==> src/rtl/noc_axi_resp_pkg.sv <==
`default_nettype none
// +----------------------------------------------------------------------------+
// | noc_axi_resp_pkg                                                           |
// | Shared types, header field layout and helpers for noc_response_axi_burst.  |
// | Revision: 1.0                                                              |
// +----------------------------------------------------------------------------+

`ifndef NOC_DATA_WIDTH
`define NOC_DATA_WIDTH 64
`endif
`ifndef MSG_LENGTH_WIDTH
`define MSG_LENGTH_WIDTH 8
`endif

package noc_axi_resp_pkg;

    // Header flit: [7:0] message type, [8 +: MSG_LENGTH_WIDTH] payload flit count
    localparam int          c_msg_type_width = 8;
    localparam int          c_msg_length_lsb = 8;
    localparam logic [7:0]  c_msg_data_ack   = 8'h03;
    localparam int          c_txn_id_width   = 8;

    localparam logic [1:0]  RESP_OKAY   = 2'b00;
    localparam logic [1:0]  RESP_SLVERR = 2'b10;

    typedef struct packed {
        logic [c_txn_id_width-1:0] id;
        logic                      is_store;
        logic                      last;
        logic                      size16;
        logic                      word_sel;
    } txn_info_t;

    typedef enum logic [1:0] {
        HEADER    = 2'd0,
        READ_DATA = 2'd1,
        STORE_ACK = 2'd2,
        DROP      = 2'd3
    } resp_state_t;

    function automatic logic [63:0] byte_swap64(input logic [63:0] d);
        logic [63:0] r;
        for (int i = 0; i < 8; i++) begin
            r[8*i +: 8] = d[8*(7-i) +: 8];
        end
        return r;
    endfunction

endpackage

`default_nettype wire

==> src/rtl/noc_resp_fifo.sv <==
`default_nettype none
// +----------------------------------------------------------------------------+
// | noc_resp_fifo                                                              |
// | Synchronous first-word-fall-through FIFO, power-of-2 depth.                |
// | Revision: 1.0                                                              |
// +----------------------------------------------------------------------------+

module noc_resp_fifo #(
    parameter int WIDTH = 8,
    parameter int DEPTH = 8
) (
    input  logic             clk,
    input  logic             rst,
    input  logic             push,
    input  logic [WIDTH-1:0] din,
    input  logic             pop,
    output logic [WIDTH-1:0] dout,
    output logic             full,
    output logic             empty
);

    localparam int c_addr_w = $clog2(DEPTH);

    logic [WIDTH-1:0]  r_mem [DEPTH];
    logic [c_addr_w:0] r_wr_ptr;
    logic [c_addr_w:0] r_rd_ptr;
    logic              w_do_push;
    logic              w_do_pop;

    assign empty = (r_wr_ptr == r_rd_ptr);
    assign full  = (r_wr_ptr[c_addr_w] != r_rd_ptr[c_addr_w]) &&
                   (r_wr_ptr[c_addr_w-1:0] == r_rd_ptr[c_addr_w-1:0]);
    assign dout  = r_mem[r_rd_ptr[c_addr_w-1:0]];

    // A push into a full FIFO is legal only when the head leaves on the same edge
    assign w_do_push = push && (!full || pop);
    assign w_do_pop  = pop && !empty;

    always_ff @(posedge clk) begin
        if (rst) begin
            r_wr_ptr <= '0;
            r_rd_ptr <= '0;
        end else begin
            if (w_do_push) r_wr_ptr <= r_wr_ptr + 1'b1;
            if (w_do_pop)  r_rd_ptr <= r_rd_ptr + 1'b1;
        end
    end

    always_ff @(posedge clk) begin
        if (w_do_push) r_mem[r_wr_ptr[c_addr_w-1:0]] <= din;
    end

endmodule

`default_nettype wire

==> src/rtl/noc_response_axi_burst.sv <==
`default_nettype none
// +----------------------------------------------------------------------------+
// | noc_response_axi_burst                                                     |
// | Converts NoC response flits into AXI R beats / B responses.                |
// | Optional macro NOC_RESP_SLVERR_EN: non-DATA_ACK headers answer SLVERR.     |
// | Revision: 1.0                                                              |
// +----------------------------------------------------------------------------+

module noc_response_axi_burst
    import noc_axi_resp_pkg::*;
#(
    parameter int AXI_DATA_WIDTH = 64,
    parameter int AXI_ID_WIDTH   = 4,
    parameter int FIFO_DEPTH     = 8
) (
    input  logic                       clk,
    input  logic                       rst,
    input  logic                       noc_valid_in,
    input  logic [`NOC_DATA_WIDTH-1:0] noc_data_in,
    output logic                       noc_ready_out,
    input  logic                       txn_info_valid,
    output logic                       txn_info_ready,
    input  txn_info_t                  txn_info,
    output logic [AXI_ID_WIDTH-1:0]    m_axi_rid,
    output logic [AXI_DATA_WIDTH-1:0]  m_axi_rdata,
    output logic [1:0]                 m_axi_rresp,
    output logic                       m_axi_rlast,
    output logic                       m_axi_rvalid,
    input  logic                       m_axi_rready,
    output logic [AXI_ID_WIDTH-1:0]    m_axi_bid,
    output logic [1:0]                 m_axi_bresp,
    output logic                       m_axi_bvalid,
    input  logic                       m_axi_bready
);

    localparam int c_len_w  = `MSG_LENGTH_WIDTH;
    localparam int c_info_w = $bits(txn_info_t);
    localparam int c_r_w    = AXI_ID_WIDTH + AXI_DATA_WIDTH + 3;
    localparam int c_b_w    = AXI_ID_WIDTH + 2;
`ifdef NOC_RESP_SLVERR_EN
    localparam bit c_slverr_en = 1'b1;
`else
    localparam bit c_slverr_en = 1'b0;
`endif

    resp_state_t         r_state;
    logic [c_len_w-1:0]  r_len;
    logic [c_len_w-1:0]  r_count;
    logic                r_init;

    logic [c_info_w-1:0] w_info_dout;
    txn_info_t           w_head;
    logic                w_info_full, w_info_empty, w_info_pop;
    logic [c_r_w-1:0]    w_r_din, w_r_dout;
    logic                w_r_push, w_r_full, w_r_empty;
    logic [c_b_w-1:0]    w_b_din, w_b_dout;
    logic                w_b_push, w_b_full, w_b_empty;

    logic                      w_noc_ready, w_flit_acc, w_err_emit;
    logic [7:0]                w_hdr_type;
    logic [c_len_w-1:0]        w_hdr_len, w_len_m1, w_last_kept_idx;
    logic                      w_hdr_ack, w_hdr_zero, w_zero_b, w_zero_r;
    logic                      w_is_final, w_keep, w_is_last_kept;
    logic [63:0]               w_swapped;
    logic [AXI_DATA_WIDTH-1:0] w_beat_data, w_r_data;
    logic                      w_beat_take, w_beat_last, w_r_last;
    logic [1:0]                w_r_resp, w_b_resp;
    logic                      w_unused_id;

    assign w_head      = txn_info_t'(w_info_dout);
    assign w_unused_id = &{1'b0, w_head.id};

    assign w_hdr_type = noc_data_in[c_msg_type_width-1:0];
    assign w_hdr_len  = noc_data_in[c_msg_length_lsb +: c_len_w];
    assign w_hdr_ack  = (w_hdr_type == c_msg_data_ack);
    assign w_hdr_zero = (w_hdr_len == '0);
    assign w_zero_b   = w_head.is_store && w_head.last && (w_hdr_ack || c_slverr_en);
    assign w_zero_r   = c_slverr_en && !w_hdr_ack && !w_head.is_store;

    assign w_len_m1   = r_len - c_len_w'(1);
    assign w_is_final = (r_count == w_len_m1);
    assign w_swapped  = byte_swap64(noc_data_in[63:0]);

    assign w_keep          = w_head.size16 ? (r_count < c_len_w'(2))
                                           : (r_count == c_len_w'(w_head.word_sel));
    assign w_last_kept_idx = w_head.size16 ? ((r_len >= c_len_w'(2)) ? c_len_w'(1) : '0)
                                           : c_len_w'(w_head.word_sel);
    assign w_is_last_kept  = w_keep && (r_count == w_last_kept_idx);

    if (AXI_DATA_WIDTH == 128) begin : g_pack_128
        logic [127:0] r_acc;
        logic         w_single;
        logic         w_upper;

        // A lone kept flit lands in the half named by word_sel; pairs go low then high
        assign w_single    = !w_head.size16 || (r_len < c_len_w'(2));
        assign w_upper     = w_single ? w_head.word_sel : r_count[0];
        assign w_beat_take = w_is_last_kept;
        assign w_beat_last = w_head.last;

        always_comb begin
            w_beat_data = r_acc;
            if (w_upper) w_beat_data[127:64] = w_swapped;
            else         w_beat_data[63:0]   = w_swapped;
        end

        always_ff @(posedge clk) begin
            if (rst || (r_state == HEADER)) begin
                r_acc <= '0;
            end else if ((r_state == READ_DATA) && w_flit_acc && w_keep) begin
                r_acc <= w_beat_take ? '0 : w_beat_data;
            end
        end
    end else begin : g_pack_64
        assign w_beat_data = w_swapped;
        assign w_beat_take = w_keep;
        assign w_beat_last = w_head.last && w_is_last_kept;
    end

    always_comb begin
        w_noc_ready = 1'b0;
        case (r_state)
            HEADER:    w_noc_ready = !w_info_empty &&
                                     !(w_hdr_zero && w_zero_b && w_b_full) &&
                                     !(w_hdr_zero && w_zero_r && w_r_full);
            READ_DATA: w_noc_ready = !w_r_full;
            STORE_ACK: w_noc_ready = !w_is_final || !w_b_full;
            DROP: begin
                if (c_slverr_en && w_is_final)
                    w_noc_ready = w_head.is_store ? (!w_head.last || !w_b_full) : !w_r_full;
                else
                    w_noc_ready = 1'b1;
            end
            default:   w_noc_ready = 1'b0;
        endcase
    end

    assign noc_ready_out  = w_noc_ready && !r_init && !rst;
    assign w_flit_acc     = noc_valid_in && noc_ready_out;
    assign txn_info_ready = !w_info_full && !r_init && !rst;

    always_comb begin
        w_r_push   = 1'b0;
        w_r_data   = w_beat_data;
        w_r_resp   = RESP_OKAY;
        w_r_last   = w_beat_last;
        w_b_push   = 1'b0;
        w_b_resp   = RESP_OKAY;
        w_info_pop = 1'b0;
        w_err_emit = 1'b0;
        if (w_flit_acc) begin
            case (r_state)
                HEADER: begin
                    if (w_hdr_zero && w_hdr_ack) begin
                        w_info_pop = 1'b1;
                        w_b_push   = w_head.is_store && w_head.last;
                    end else if (w_hdr_zero && c_slverr_en) begin
                        w_info_pop = 1'b1;
                        w_err_emit = 1'b1;
                    end
                end
                READ_DATA: begin
                    w_r_push   = w_beat_take;
                    w_info_pop = w_is_final;
                end
                STORE_ACK: begin
                    w_info_pop = w_is_final;
                    w_b_push   = w_is_final && w_head.last;
                end
                DROP: begin
                    if (c_slverr_en && w_is_final) begin
                        w_info_pop = 1'b1;
                        w_err_emit = 1'b1;
                    end
                end
                default: ;
            endcase
        end
        if (w_err_emit) begin
            if (w_head.is_store) begin
                w_b_push = w_head.last;
                w_b_resp = RESP_SLVERR;
            end else begin
                w_r_push = 1'b1;
                w_r_data = '0;
                w_r_resp = RESP_SLVERR;
                w_r_last = w_head.last;
            end
        end
    end

    always_ff @(posedge clk) begin
        if (rst) begin
            r_state <= HEADER;
            r_len   <= '0;
            r_count <= '0;
            r_init  <= 1'b1;
        end else begin
            r_init <= 1'b0;
            if (w_flit_acc) begin
                if (r_state == HEADER) begin
                    r_len   <= w_hdr_len;
                    r_count <= '0;
                    if (!w_hdr_zero) begin
                        if (!w_hdr_ack)           r_state <= DROP;
                        else if (w_head.is_store) r_state <= STORE_ACK;
                        else                      r_state <= READ_DATA;
                    end
                end else begin
                    r_count <= r_count + c_len_w'(1);
                    if (w_is_final) r_state <= HEADER;
                end
            end
        end
    end

    assign w_r_din = {w_head.id[AXI_ID_WIDTH-1:0], w_r_data, w_r_resp, w_r_last};
    assign w_b_din = {w_head.id[AXI_ID_WIDTH-1:0], w_b_resp};

    noc_resp_fifo #(.WIDTH(c_info_w), .DEPTH(FIFO_DEPTH)) u_info_fifo (
        .clk   (clk),
        .rst   (rst),
        .push  (txn_info_valid && txn_info_ready),
        .din   (txn_info),
        .pop   (w_info_pop),
        .dout  (w_info_dout),
        .full  (w_info_full),
        .empty (w_info_empty)
    );

    noc_resp_fifo #(.WIDTH(c_r_w), .DEPTH(FIFO_DEPTH)) u_r_fifo (
        .clk   (clk),
        .rst   (rst),
        .push  (w_r_push),
        .din   (w_r_din),
        .pop   (m_axi_rvalid && m_axi_rready),
        .dout  (w_r_dout),
        .full  (w_r_full),
        .empty (w_r_empty)
    );

    noc_resp_fifo #(.WIDTH(c_b_w), .DEPTH(FIFO_DEPTH)) u_b_fifo (
        .clk   (clk),
        .rst   (rst),
        .push  (w_b_push),
        .din   (w_b_din),
        .pop   (m_axi_bvalid && m_axi_bready),
        .dout  (w_b_dout),
        .full  (w_b_full),
        .empty (w_b_empty)
    );

    assign m_axi_rvalid = !w_r_empty && !r_init;
    assign m_axi_rid    = m_axi_rvalid ? w_r_dout[c_r_w-1 -: AXI_ID_WIDTH] : '0;
    assign m_axi_rdata  = m_axi_rvalid ? w_r_dout[AXI_DATA_WIDTH+2:3] : '0;
    assign m_axi_rresp  = m_axi_rvalid ? w_r_dout[2:1] : 2'b00;
    assign m_axi_rlast  = m_axi_rvalid && w_r_dout[0];

    assign m_axi_bvalid = !w_b_empty && !r_init;
    assign m_axi_bid    = m_axi_bvalid ? w_b_dout[c_b_w-1 -: AXI_ID_WIDTH] : '0;
    assign m_axi_bresp  = m_axi_bvalid ? w_b_dout[1:0] : 2'b00;

endmodule

`default_nettype wire

==> config.mk <==
export PLATFORM = sky130hd
export DESIGN_NAME = noc_response_axi_burst
export DESIGN_NICKNAME = d
export VERILOG_FILES = /design/src/rtl/noc_axi_resp_pkg.sv /design/src/rtl/noc_resp_fifo.sv /design/src/rtl/noc_response_axi_burst.sv
export SDC_FILE = /design/constraint.sdc
export NUM_CORES = 1
export LEC_CHECK = 0
export ABC_AREA = 1
export CAP_MARGIN = 20
export CORE_MARGIN = 2
export CORE_UTILIZATION = 54
export CTS_BUF_LIST = sky130_fd_sc_hd__clkbuf_8
export CTS_CLUSTER_DIAMETER = 80
export CTS_CLUSTER_SIZE = 8
export DETAILED_ROUTE_END_ITERATION = 8
export PLACE_DENSITY = 0.73
export SLEW_MARGIN = 20
export SYNTH_ARGS = -nofsm -noshare
export SYNTH_HDL_FRONTEND = slang
export SYNTH_HIERARCHICAL = 1
export SYNTH_SLANG_ARGS = --single-unit
==> constraint.sdc <==
create_clock -name clk -period 14.3 [get_ports clk]
set_input_delay 2.145 -clock clk [delete_from_list [all_inputs] [get_ports clk]]
set_output_delay 2.145 -clock clk [all_outputs]
set_load 0.1 [all_outputs]
Word-level counts from Yosys, hierarchy flattened
Memory sizes are Yosys's and may differ from the RTL's. A register that Yosys moved wholly into a read port is not among the register bits.
Index checks and enable logic that the tools add are counted.
- $lt $le $gt $ge: 2
- multiplexer cells: 36
- reductions and logical operators: 49
- add/subtract/negate cells: 8
- equal/unequal tests: 17
- operators with widths (operator ; number):
    64-bit 2-to-1 mux ; 1
    1-bit logical AND ; 29
    4-bit by 1-bit adder with 4-bit output, second input constant ; 6
    3-bit 2-to-1 mux ; 6
    8-bit by 1-bit == test with 1-bit output ; 2
    1-bit 2-to-1 mux ; 16
    2-bit 2-to-1 mux ; 7
    4-bit == test ; 3
    1-bit zero test ; 10
    3-bit == test ; 3
    8-bit by 1-bit adder with 8-bit output, second input constant ; 1
    8-bit by 2-bit == test with 1-bit output, second input constant ; 1
    8-bit == test ; 1
    8-bit by 2-bit >= comparator with 1-bit output, second input constant ; 1
    8-bit zero test ; 1
    8-bit by 2-bit less-than comparator with 1-bit output, second input constant ; 1
    4-bit 2-to-1 mux ; 2
    8-bit 2-to-1 mux ; 1
    8-bit by 1-bit subtractor with 8-bit output, second input constant ; 1
    2-bit == test, second input constant ; 2
    1-bit logical OR ; 4
    1-bit case mux with 2 select lines ; 2
    1-bit case mux with 4 select lines ; 1
    1-bit != test ; 3
    other kinds (7) ; 7
- output and inout bits: 81
- RAM bits: 680
- memories: 3
- register bits after elaboration: 43
- input bits: 82
- memories (name ; words ; width ; rd ports ; clocked after Yosys merged registers in ; wr ports ; RTL line ; RTL):
    u_r_fifo.r_mem ; 8 ; 69 ; 1 ; 1 ; 1 ; noc_resp_fifo.sv:24 ; logic [WIDTH-1:0] r_mem [DEPTH];
    u_info_fifo.r_mem ; 8 ; 12 ; 1 ; 1 ; 1 ; noc_resp_fifo.sv:24 ;
    u_b_fifo.r_mem ; 8 ; 4 ; 1 ; 1 ; 1 ; noc_resp_fifo.sv:24 ;

Depth between registers and ports, before layout
Gate-level depths: netlist of run 1.
- word-level depth: 15
- gate-level depth with buffers: 22
- gate-level depth less buffers: 21

By module
The synthesis of run 1 kept the hierarchy.
- modules (own cells, without submodules) (module ; cells an instance ; instances ; area each (um^2)):
    noc_resp_fifo at u_r_fifo ; 1689 ; 1 ; 22497.8
    noc_resp_fifo at u_info_fifo ; 359 ; 1 ; 4356.7
    noc_resp_fifo at u_b_fifo ; 229 ; 1 ; 2497.4
    noc_response_axi_burst ; 425 ; 1 ; 2244.7

Worst setup path after synthesis of run 1
No wires, ideal clock.
- path type: input -> register
- start: input noc_data_in[1]
- end: memory u_r_fifo/r_mem[1][0] in the netlist's numbering (enable)
- stages on the path: 12
- arrival: 6463 ps
- path buffers: 1
- slack: 7336 ps
- setup time: 501 ps
- data required time: 13799 ps
- cells stage by stage: nand2_1 nor3_1 nand3_1 nor2_1 nand3_1 nand2_2 nand2_4 nand3_2 buf_6 nor3_1 nand3_1 nor2_1
- longest elaborated chain between the ends: 14
- ends and longest elaborated chain (what ; RTL line ; RTL):
    start, declared ; noc_response_axi_burst.sv:19 ; input logic [`NOC_DATA_WIDTH-1:0] noc_data_in,
    8-bit by 2-bit == test with 1-bit output ; noc_response_axi_burst.sv:75 ; assign w_hdr_ack = (w_hdr_type == c_msg_data_ack);
    1-bit logical AND ; noc_response_axi_burst.sv:77 ; assign w_zero_b = w_head.is_store && w_head.last && (w_hdr_ack || c_slverr_en);
    1-bit logical AND (2 in a row) ; noc_response_axi_burst.sv:124 ; !(w_hdr_zero && w_zero_b && w_b_full) &&
    1-bit zero test ; noc_response_axi_burst.sv:124 ;
    1-bit logical AND ; noc_response_axi_burst.sv:123 ; HEADER: w_noc_ready = !w_info_empty &&
    1-bit case mux with 4 select lines ; noc_response_axi_burst.sv:122 ; case (r_state)
    1-bit logical AND (2 in a row) ; noc_response_axi_burst.sv:138 ; assign noc_ready_out = w_noc_ready && !r_init && !rst;
    1-bit logical AND ; noc_response_axi_burst.sv:139 ; assign w_flit_acc = noc_valid_in && noc_ready_out;
    1-bit 2-to-1 mux ; noc_response_axi_burst.sv:151 ; if (w_flit_acc) begin
    net w_r_push ; noc_response_axi_burst.sv:55 ; logic w_r_push, w_r_full, w_r_empty;
    1-bit logical AND ; noc_resp_fifo.sv:36 ; assign w_do_push = push && (!full || pop);
    1-bit 2-to-1 mux ; noc_resp_fifo.sv:50 ; if (w_do_push) r_mem[r_wr_ptr[c_addr_w-1:0]] <= din;
    1-bit 2-to-1 mux (not written as such) ; noc_resp_fifo.sv:50 ;
    end, declared ; noc_resp_fifo.sv:24 ;
The timed path passes the listed nets, and every way through them passes these cells.

==> results by group, run 1 <==
Clock network
  – CTS resizes: 0
  – TritonCTS clock tree: yes
  – Total CTS buffers: 101
  – CTS Sinks: 732
  – CTS root buffer: clkbuf_8
  – Clk Latency, worst-skew pair: 0.71 ns
  – Clk slew on worst S/H paths: 0.06 ns
  – CTS HTree Levels: 3
  – Clock Path Buffers: 3
  – CTS Hold Bufs: 0
  – Buffer count from post-CTS setup fixing: 0

Pwr
  – Pleak: 12.2 nW
  – Net Sw Power: 778 uW
  – Peak VDD IR: 0.0000812 V
  – Int Power: 3.02 mW
  – Net Sw Frac: 20.5%
  – Power per cell area: 111 mW/mm^2
  – Clock network power share: 36.2%
  – Combinational fraction of design power: 2.1%
  – Register share of total power: 61.7%
  – Pwr Total: 3.79 mW

Floorplanning
  – Core ar.: 0.0554 mm^2
  – Die width: 241 um
  – Num rows: 86
  – Io pins: 163
  – Die area: 0.0582 mm^2
  – Chip height: 241 um
  – Initial Util: 54.8%

Placed design
  – Placed insts: 3427
  – Setup Slack @ Placement: 6.99 ns
  – Area after DPL: 0.0326 mm^2
  – Routability cong.: 0.850
  – Number of port buffers: 158
  – Post-DP HPWL: 35500 um

Run
  – Max_cap viols: 0

Worst setup path
  – Worst Path Buf+Inv: 4
  – CP delay by family, top: buffers and inverters
  – Critical Path End Type: output pin
  – CP cell instances: inv_8 -> buf_4 -> nor2_1 -> o32ai_1 -> nand2_1 -> nand2_1 -> inv_1 -> nor2_1 -> clkdlybuf4s50_1
  – Crit path kind: reg -> out
  – Worst path max stage delay: 1.19 ns
  – Critical path fanouts, max: 190
  – Worst Reg2Reg Path Length in Cells: 16
  – Startpoint Class: register
  – R2R setup slack: 8.63 ns
  – Crit path DAT: 5.33 ns
  – Reg-to-reg endpoint: u_r_fifo/r_mem[2][53]
  – CP max-delay cell: clkdlybuf4s50_1
  – Required time worst endpoint: 12.15 ns

Layout
  – Fin area: 0.0342 mm^2
  – Share of cells above drive strength 1: 6.80%
  – Layout Cells excl Fill: 3573
  – Fill cells: 4214
  – Syn-to-layout area delta: 12.5%
  – Fin util: 61.7%
  – NumNets Final: 2879

STA
  – Worst Max-Slew Pin Slew: 1.30 ns
  – FMAX: 134 MHz
  – Final Setup Violations: 0
  – Crit share post-route: 52.3%
  – Setup TNS: 0 ns
  – Pins Over Slew Limit: 0
  – Fin crit period: 7.48 ns
  – Clk_skew: 0.0402 ns
  – Unrepaired setup endpoints after global routing: no
  – Final worst slack: 6.82 ns
  – Min Hold Slack: 0.509 ns
  – Final hold vios: 0
  – Max_slew headroom: 13.1%

Routing
  – Final wirelength: 66900 um
  – Vias: 20000
  – Drt wl/cell: 18.7 um
  – DR DRC count: 0
  – Number of vias per cell: 5.60
  – Post-route ant nets: 0
  – DRT iter0 DRCs: 1723
  – TritonRoute pass-1 iters: 5

Yosys
  – Syn Area/Cell: 11.6 um^2
  – Post-Syn Area: 0.0304 mm^2
  – Synth Instances: 2618
  – Synth Warn #: 6

GRT
  – First-pass GRT wire length: 102000 um
  – GR Overflow Total: 0
  – Initial antenna violation count: 10
  – Gr usage total: 22.9%
  – Pin count of the biggest net entering global routing: 285
  – Vias in the first global route: 19400

Hold path
  – Min-delay src: u_r_fifo/r_rd_ptr[3]
  – Hold Path Depth: 2
  – HP Class: reg -> reg
  – Hold Path End: u_r_fifo/r_rd_ptr[3]

Status
  – Status: finished, final reports clean
[registers in the layout (all words and copies together), names as in the netlist, named ones only]
register              flops
u_r_fifo/r_mem          568
u_info_fifo/r_mem        64
u_b_fifo/r_mem           48
r_count                   8
r_len                     8
u_b_fifo/r_rd_ptr         4
u_b_fifo/r_wr_ptr         4
u_info_fifo/r_rd_ptr      4
u_info_fifo/r_wr_ptr      4
u_r_fifo/r_rd_ptr         4
u_r_fifo/r_wr_ptr         4
r_state                   2
r_init                    1
[metal layers]
layer	vias to the layer above	track usage (%)	share of wire [%]
met5	-	0	0.15
met1	9738	29.3	41
met2	682	38.2	49
met3	160	5.40	7.3
li1	9423	-	-
met4	16	8.42	2.8
[power by group through the flow]
stage	combinational, mW	clock, mW	sequential (mW)
final	0.0791	1.37	2.34
after detailed placement	0.0788	0	2.39
after global placement	0.0750	0	2.39
after CTS	0.0792	1.40	2.34
after global routing	0.0879	1.49	2.34
after floorplan	0.0297	0	2.39
[worst register-to-register path, cell delays in order (launching register included)]
cell     delay (ns)
dfxtp_1        0.31
buf_4          0.31
inv_1          0.53
nor2_1         0.26
o32ai_1        0.12
nand2_1        0.10
nand2_1        0.06
inv_1          0.08
nor2_1         0.06
nand3_1        0.12
nand2_2        0.10
nand2_4        0.09
nand3_2        0.23
nor3_1         0.71
nand3_1        0.50
nor2_4         0.84
buf_4          0.84
[cell usage in the layout, fill, tap and decap left out, types with 6 or more instances in the layout]
cell type and instances:
buf_4 15, o21ai_1 7, clkbuf_8 102, dfxtp_1 49, nand3_2 8, o21ai_0 184
ha_1 14, nand2_2 10, conb_1 32, inv_2 13, a21oi_1 32, nand3_1 38
xor2_1 11, inv_1 179, edfxtp_1 680, o32ai_1 159, clkdlybuf4s50_1 158, nor2_4 8
nand4_1 15, a31oi_1 6, xnor2_1 8, nor2_1 669, nand2_1 377
[how the worst max path moves through the flow]
| stage | to | slack (ns) | cells past startpoint |
|---|---|---|---|
| floorplan | u_r_fifo/r_mem[1][0] | 7.34 | 12 |
| global placement | noc_ready_out | 7.02 | 7 |
| detailed placement | noc_ready_out | 6.99 | 7 |
| CTS | m_axi_rdata[62] | 6.94 | 9 |
| global route | m_axi_rdata[59] | 6.69 | 9 |
| finish | m_axi_rdata[62] | 6.82 | 9 |
[area by class of cell]
cell class                 count  area (um^2)  share of cell area, %
antenna                        3         7.51                 0.0220
clock inverter                40          190                  0.556
tap                          748          936                   2.74
multi-input combinational   1612         7810                   22.8
sequential                   732        21500                   62.8
inverter                     160          609                   1.78
timing repair buffer         176         1760                   5.15
clock buffer                 102         1400                   4.11
Power figures use the tool's default switching activity.
==> run 2, diff against run 1 <==
clock period = 7.3 ns   (was 14.3 ns; I/O delays follow)
==> results by group, run 2 (synthesized netlist as in run 1, its figures left out) <==
Layout
  – Layout Cells excl Fill: 3583
  – Fin util: 62.0%
  – Footprint of the multi-input gates: 0.00781 mm^2
  – NumNets Final: 2887
  – Max reg flops: 568
  – Fill cells: 4246
  – Syn-to-layout area delta: 13.0%
  – Sequential cell area: 0.0215 mm^2
  – Commonest cells after routing, fill and taps aside: 680 x edfxtp_1, 669 x nor2_1, 377 x nand2_1, 184 x o21ai_0, 179 x inv_1
  – Share of cells above drive strength 1: 7.13%
  – Fin area: 0.0343 mm^2
  – Commonest non-fill, non-tap cell in the layout: edfxtp_1

Routing
  – Metal3 WL: 4580 um
  – Drt wl/cell: 18.7 um
  – Post-route ant nets: 0
  – Vias: 20000
  – DRT iter0 DRCs: 1730
  – Met1 Wirelength: 27700 um
  – TritonRoute pass-1 iters: 6
  – Final wirelength: 67100 um
  – DR WL met2: 33100 um
  – DR DRC count: 0
  – Max Used Layer: met5
  – Number of vias per cell: 5.59

Floorplanning
  – Die area: 0.0582 mm^2
  – Initial Util: 54.8%
  – Chip height: 241 um
  – Io pins: 163
  – Core ar.: 0.0554 mm^2
  – Die width: 241 um
  – Num rows: 86

Clock network
  – Buffer count from post-CTS setup fixing: 0
  – CTS root buffer: clkbuf_8
  – Clock Path Buffers: 3
  – Total CTS buffers: 102
  – CTS resizes: 0
  – Clk slew on worst S/H paths: 0.06 ns
  – CTS HTree Levels: 3
  – TritonCTS clock tree: yes
  – CTS Hold Bufs: 0
  – Clk Latency, worst-skew pair: 0.72 ns
  – CTS Sinks: 732

STA
  – Unrepaired setup endpoints after global routing: no
  – Crit share post-route: 78.2%
  – Clk_skew: 0.0350 ns
  – Setup TNS: 0 ns
  – Fin crit period: 5.71 ns
  – Max_slew headroom: 23.7%
  – FMAX: 175 MHz
  – Final Setup Violations: 0
  – Final hold vios: 0
  – Worst Max-Slew Pin Slew: 1.14 ns
  – Min Hold Slack: 0.519 ns
  – Pins Over Slew Limit: 0
  – Final worst slack: 1.59 ns

GRT
  – Pin count of the biggest net entering global routing: 226
  – First-pass GRT wire length: 104000 um
  – Vias in the first global route: 19800
  – GR Overflow Total: 0
  – Gr usage total: 23.0%
  – Initial antenna violation count: 7

Worst setup path
  – Critical path fanouts, max: 152
  – Crit path to: m_axi_rresp[0]
  – Reg-to-reg endpoint: u_r_fifo/r_mem[3][38]
  – Critical Path End Type: output pin
  – Worst Reg2Reg Path Length in Cells: 16
  – Crit path kind: reg -> out
  – Startpoint Class: register
  – Crit path DAT: 4.61 ns
  – Required time worst endpoint: 6.20 ns
  – R2R setup slack: 2.20 ns

Placed design
  – Placed insts: 3435
  – Routability cong.: 0.864
  – Area after DPL: 0.0327 mm^2
  – Post-DP HPWL: 36500 um
  – Number of port buffers: 158
  – Setup Slack @ Placement: 1.92 ns

Pwr
  – Power per cell area: 217 mW/mm^2
  – Peak VDD IR: 0.000145 V
  – Pwr Total: 7.46 mW
  – Pleak: 12.2 nW

Hold path
  – HP Class: reg -> reg

Run
  – Max_cap viols: 0

Status
  – Status: finished, final reports clean
-- run 2: final cells by class --
class | instances | area share [%]
Tap cell | 748 | 2.73
Clock inverter | 43 | 0.667
Timing Repair Buffer | 183 | 5.48
Clock buffer | 102 | 4.09
Multi-Input combinational cell | 1612 | 22.7
Sequential cell | 732 | 62.5
Inverter | 160 | 1.77
Antenna cell | 3 | 0.0219
-- run 2: worst min path at each step --
stage | start | end | slack (ns) | depth (start not counted)
after floorplan | u_r_fifo/r_rd_ptr[3] | u_r_fifo/r_rd_ptr[3] | 0.47 | 2
after global placement | u_r_fifo/r_rd_ptr[3] | u_r_fifo/r_rd_ptr[3] | 0.50 | 2
after CTS | u_r_fifo/r_rd_ptr[3] | u_r_fifo/r_rd_ptr[3] | 0.52 | 2
final | u_r_fifo/r_rd_ptr[3] | u_r_fifo/r_rd_ptr[3] | 0.52 | 2
after global routing | u_r_fifo/r_rd_ptr[3] | u_r_fifo/r_rd_ptr[3] | 0.54 | 2
after detailed placement | u_r_fifo/r_rd_ptr[3] | u_r_fifo/r_rd_ptr[3] | 0.51 | 2
-- run 2: power by group --
part           total (mW)  internal (mW)  switching [mW]
combinational       0.155         0.0582          0.0968
clock                2.72           1.28            1.43
sequential           4.59           4.58         0.00490
-- run 2: routing by layer --
layer,global-route usage [%],up-vias
li1,-,9450
met1,29.3,9753
met2,39.0,665
met3,5.08,136
met4,8.36,12
met5,0,-
-- run 2: worst max-delay path, stage by stage (launching register included) --
cell and delay, ns:
dfxtp_4 0.58, inv_8 0.75, buf_4 0.57, nor2_1 0.10, o32ai_1 0.29, nand2_1 0.10
nand2_1 0.10, inv_1 0.04, nor2_1 0.15, clkdlybuf4s50_1 1.17
==> run 3, diff against run 2 <==
PLACE_DENSITY = 0.76   (was 0.73)
clock period = 4.8 ns   (was 7.3 ns; I/O delays follow)
==> results by group, run 3 (synthesized netlist as in run 1, its figures left out) <==
STA
  – Worst Max-Slew Pin Slew: 1.10 ns
  – Fin crit period: 4.33 ns
  – FMAX: 231 MHz
  – Unrepaired setup endpoints after global routing: no
  – Final hold vios: 0
  – Max_slew headroom: 26.6%
  – Clk_skew: 0.0391 ns
  – Crit share post-route: 90.2%
  – Pins Over Slew Limit: 0
  – Final Setup Violations: 0

Worst setup path
  – Startpoint Class: register
  – Worst Path Buf+Inv: 3
  – CP cell instances: buf_12 -> nor2_1 -> o32ai_1 -> nand2_1 -> nand2_1 -> inv_1 -> nor2_1 -> buf_4
  – CP max-delay cell: dfxtp_4
  – CP delay by family, top: buffers and inverters
  – Critical path fanouts, max: 176
  – Critical Path End Type: output pin
  – Required time worst endpoint: 4.08 ns
  – Crit path DAT: 3.61 ns
  – Crit path kind: reg -> out
  – Worst path max stage delay: 0.83 ns

Floorplanning
  – Io pins: 163
  – Die area: 0.0582 mm^2
  – Core ar.: 0.0554 mm^2
  – Initial Util: 54.8%
  – Chip height: 241 um
  – Num rows: 86
  – Die width: 241 um

Layout
  – NumNets Final: 2914
  – Max reg flops: 568
  – Syn-to-layout area delta: 13.2%
  – Commonest cells after routing, fill and taps aside: 680 x edfxtp_1, 669 x nor2_1, 377 x nand2_1, 184 x o21ai_0, 180 x inv_1
  – Commonest non-fill, non-tap cell in the layout: edfxtp_1
  – Fin util: 62.1%
  – Share of cells above drive strength 1: 10.7%

Status
  – Status: finished, final reports clean

Run
  – Max_cap viols: 0

Placed design
  – Post-DP HPWL: 38600 um
  – Routability cong.: 0.827
  – Number of port buffers: 158

GRT
  – Initial antenna violation count: 6
  – Vias in the first global route: 20000
  – GR Overflow Total: 0
  – Pin count of the biggest net entering global routing: 177
  – First-pass GRT wire length: 105000 um
  – Gr usage total: 23.3%

Clock network
  – CTS root buffer: clkbuf_8
  – Clk slew on worst S/H paths: 0.07 ns
  – Buffer count from post-CTS setup fixing: 0
  – CTS Sinks: 732
  – TritonCTS clock tree: yes
  – Clk Latency, worst-skew pair: 0.70 ns
  – CTS resizes: 0
  – Clock Path Buffers: 3
  – CTS Hold Bufs: 0
  – CTS HTree Levels: 3
  – Total CTS buffers: 101

Routing
  – Post-route ant nets: 0
  – Vias: 20200
  – Number of vias per cell: 5.60
  – TritonRoute pass-1 iters: 5
  – DRT iter0 DRCs: 1901
  – Final wirelength: 67600 um
  – DR DRC count: 0
  – Drt wl/cell: 18.7 um

Pwr
  – Peak VDD IR: 0.000202 V
  – Pleak: 12.6 nW
  – Pwr Total: 11.3 mW
  – Power per cell area: 329 mW/mm^2

Hold path
  – HP Class: reg -> reg
run 3: final timing paths:
check | startpoint | endpoint | slack (ns) | depth (start not counted)
hold reg to reg | u_r_fifo/r_rd_ptr[3] | u_r_fifo/r_rd_ptr[3] | 0.52 | 2
hold / removal | u_r_fifo/r_rd_ptr[3] | u_r_fifo/r_rd_ptr[3] | 0.52 | 2
setup reg to reg | register | u_r_fifo/r_mem[4][49] | 1.08 | 14
setup / recovery | register | m_axi_rdata[62] | 0.47 | 8
run 3: metrics by stage:
| stage | area (um^2) | TNS, ns | hold slack [ns] | worst slack, ns | cells |
|---|---|---|---|---|---|
| 2_1_floorplan | 30500 | -355.22 | 0.472 | -0.723 | 2649 |
| 3_3_place_gp | 32800 | 0 | 0.492 | 0.833 | 3463 |
| 3_5_place_dp | 32800 | 0 | 0.511 | 0.775 | 3463 |
| 4_1_cts | 34400 | 0 | 0.520 | 0.483 | 3606 |
| 5_1_grt | 34400 | 0 | 0.548 | 0.268 | 3606 |
| 6_report | 34400 | 0 | 0.517 | 0.469 | 3607 |
run 3: worst register-to-register path: stages, from the launching register on:
cell     delay [ns]
dfxtp_1        0.93
o32ai_1        0.24
nand2_1        0.14
nand2_1        0.08
inv_1          0.07
nor2_1         0.06
nand3_1        0.13
nand2_2        0.10
nand2_4        0.09
nand3_2        0.08
nor3_1         0.19
buf_4          0.18
nand3_1        0.32
nor2_4         0.47
buf_12         0.30
run 3: layout make-up:
cell class | count | area (um^2)
multi-input cells | 1612 | 7810
flip-flops and latches | 732 | 21500
diodes | 1 | 2.50
inverters | 160 | 612
well taps | 748 | 936
clock buffers | 102 | 1400
fillers | 4164 | 21000
repair buffers | 211 | 1970
clock inverters | 41 | 196
run 3: where the power goes:
group	internal [mW]	leakage, nW	switching (mW)	total (mW)
clock network	1.93	0.948	2.16	4.09
logic	0.0907	5.08	0.152	0.243
registers	6.97	6.53	0.00751	6.97
run 3: per-layer routing:
metal / part of all wire, % / routed length (um) / GRT usage, % / vias up
met3: 7.7 / 5200 / 4.82 / 128
li1: - / - / - / 9501
met2: 50 / 33600 / 39.1 / 753
met5: 0.098 / 66 / 0 / -
met4: 2.3 / 1530 / 8.02 / 12
met1: 40 / 27200 / 30.3 / 9823
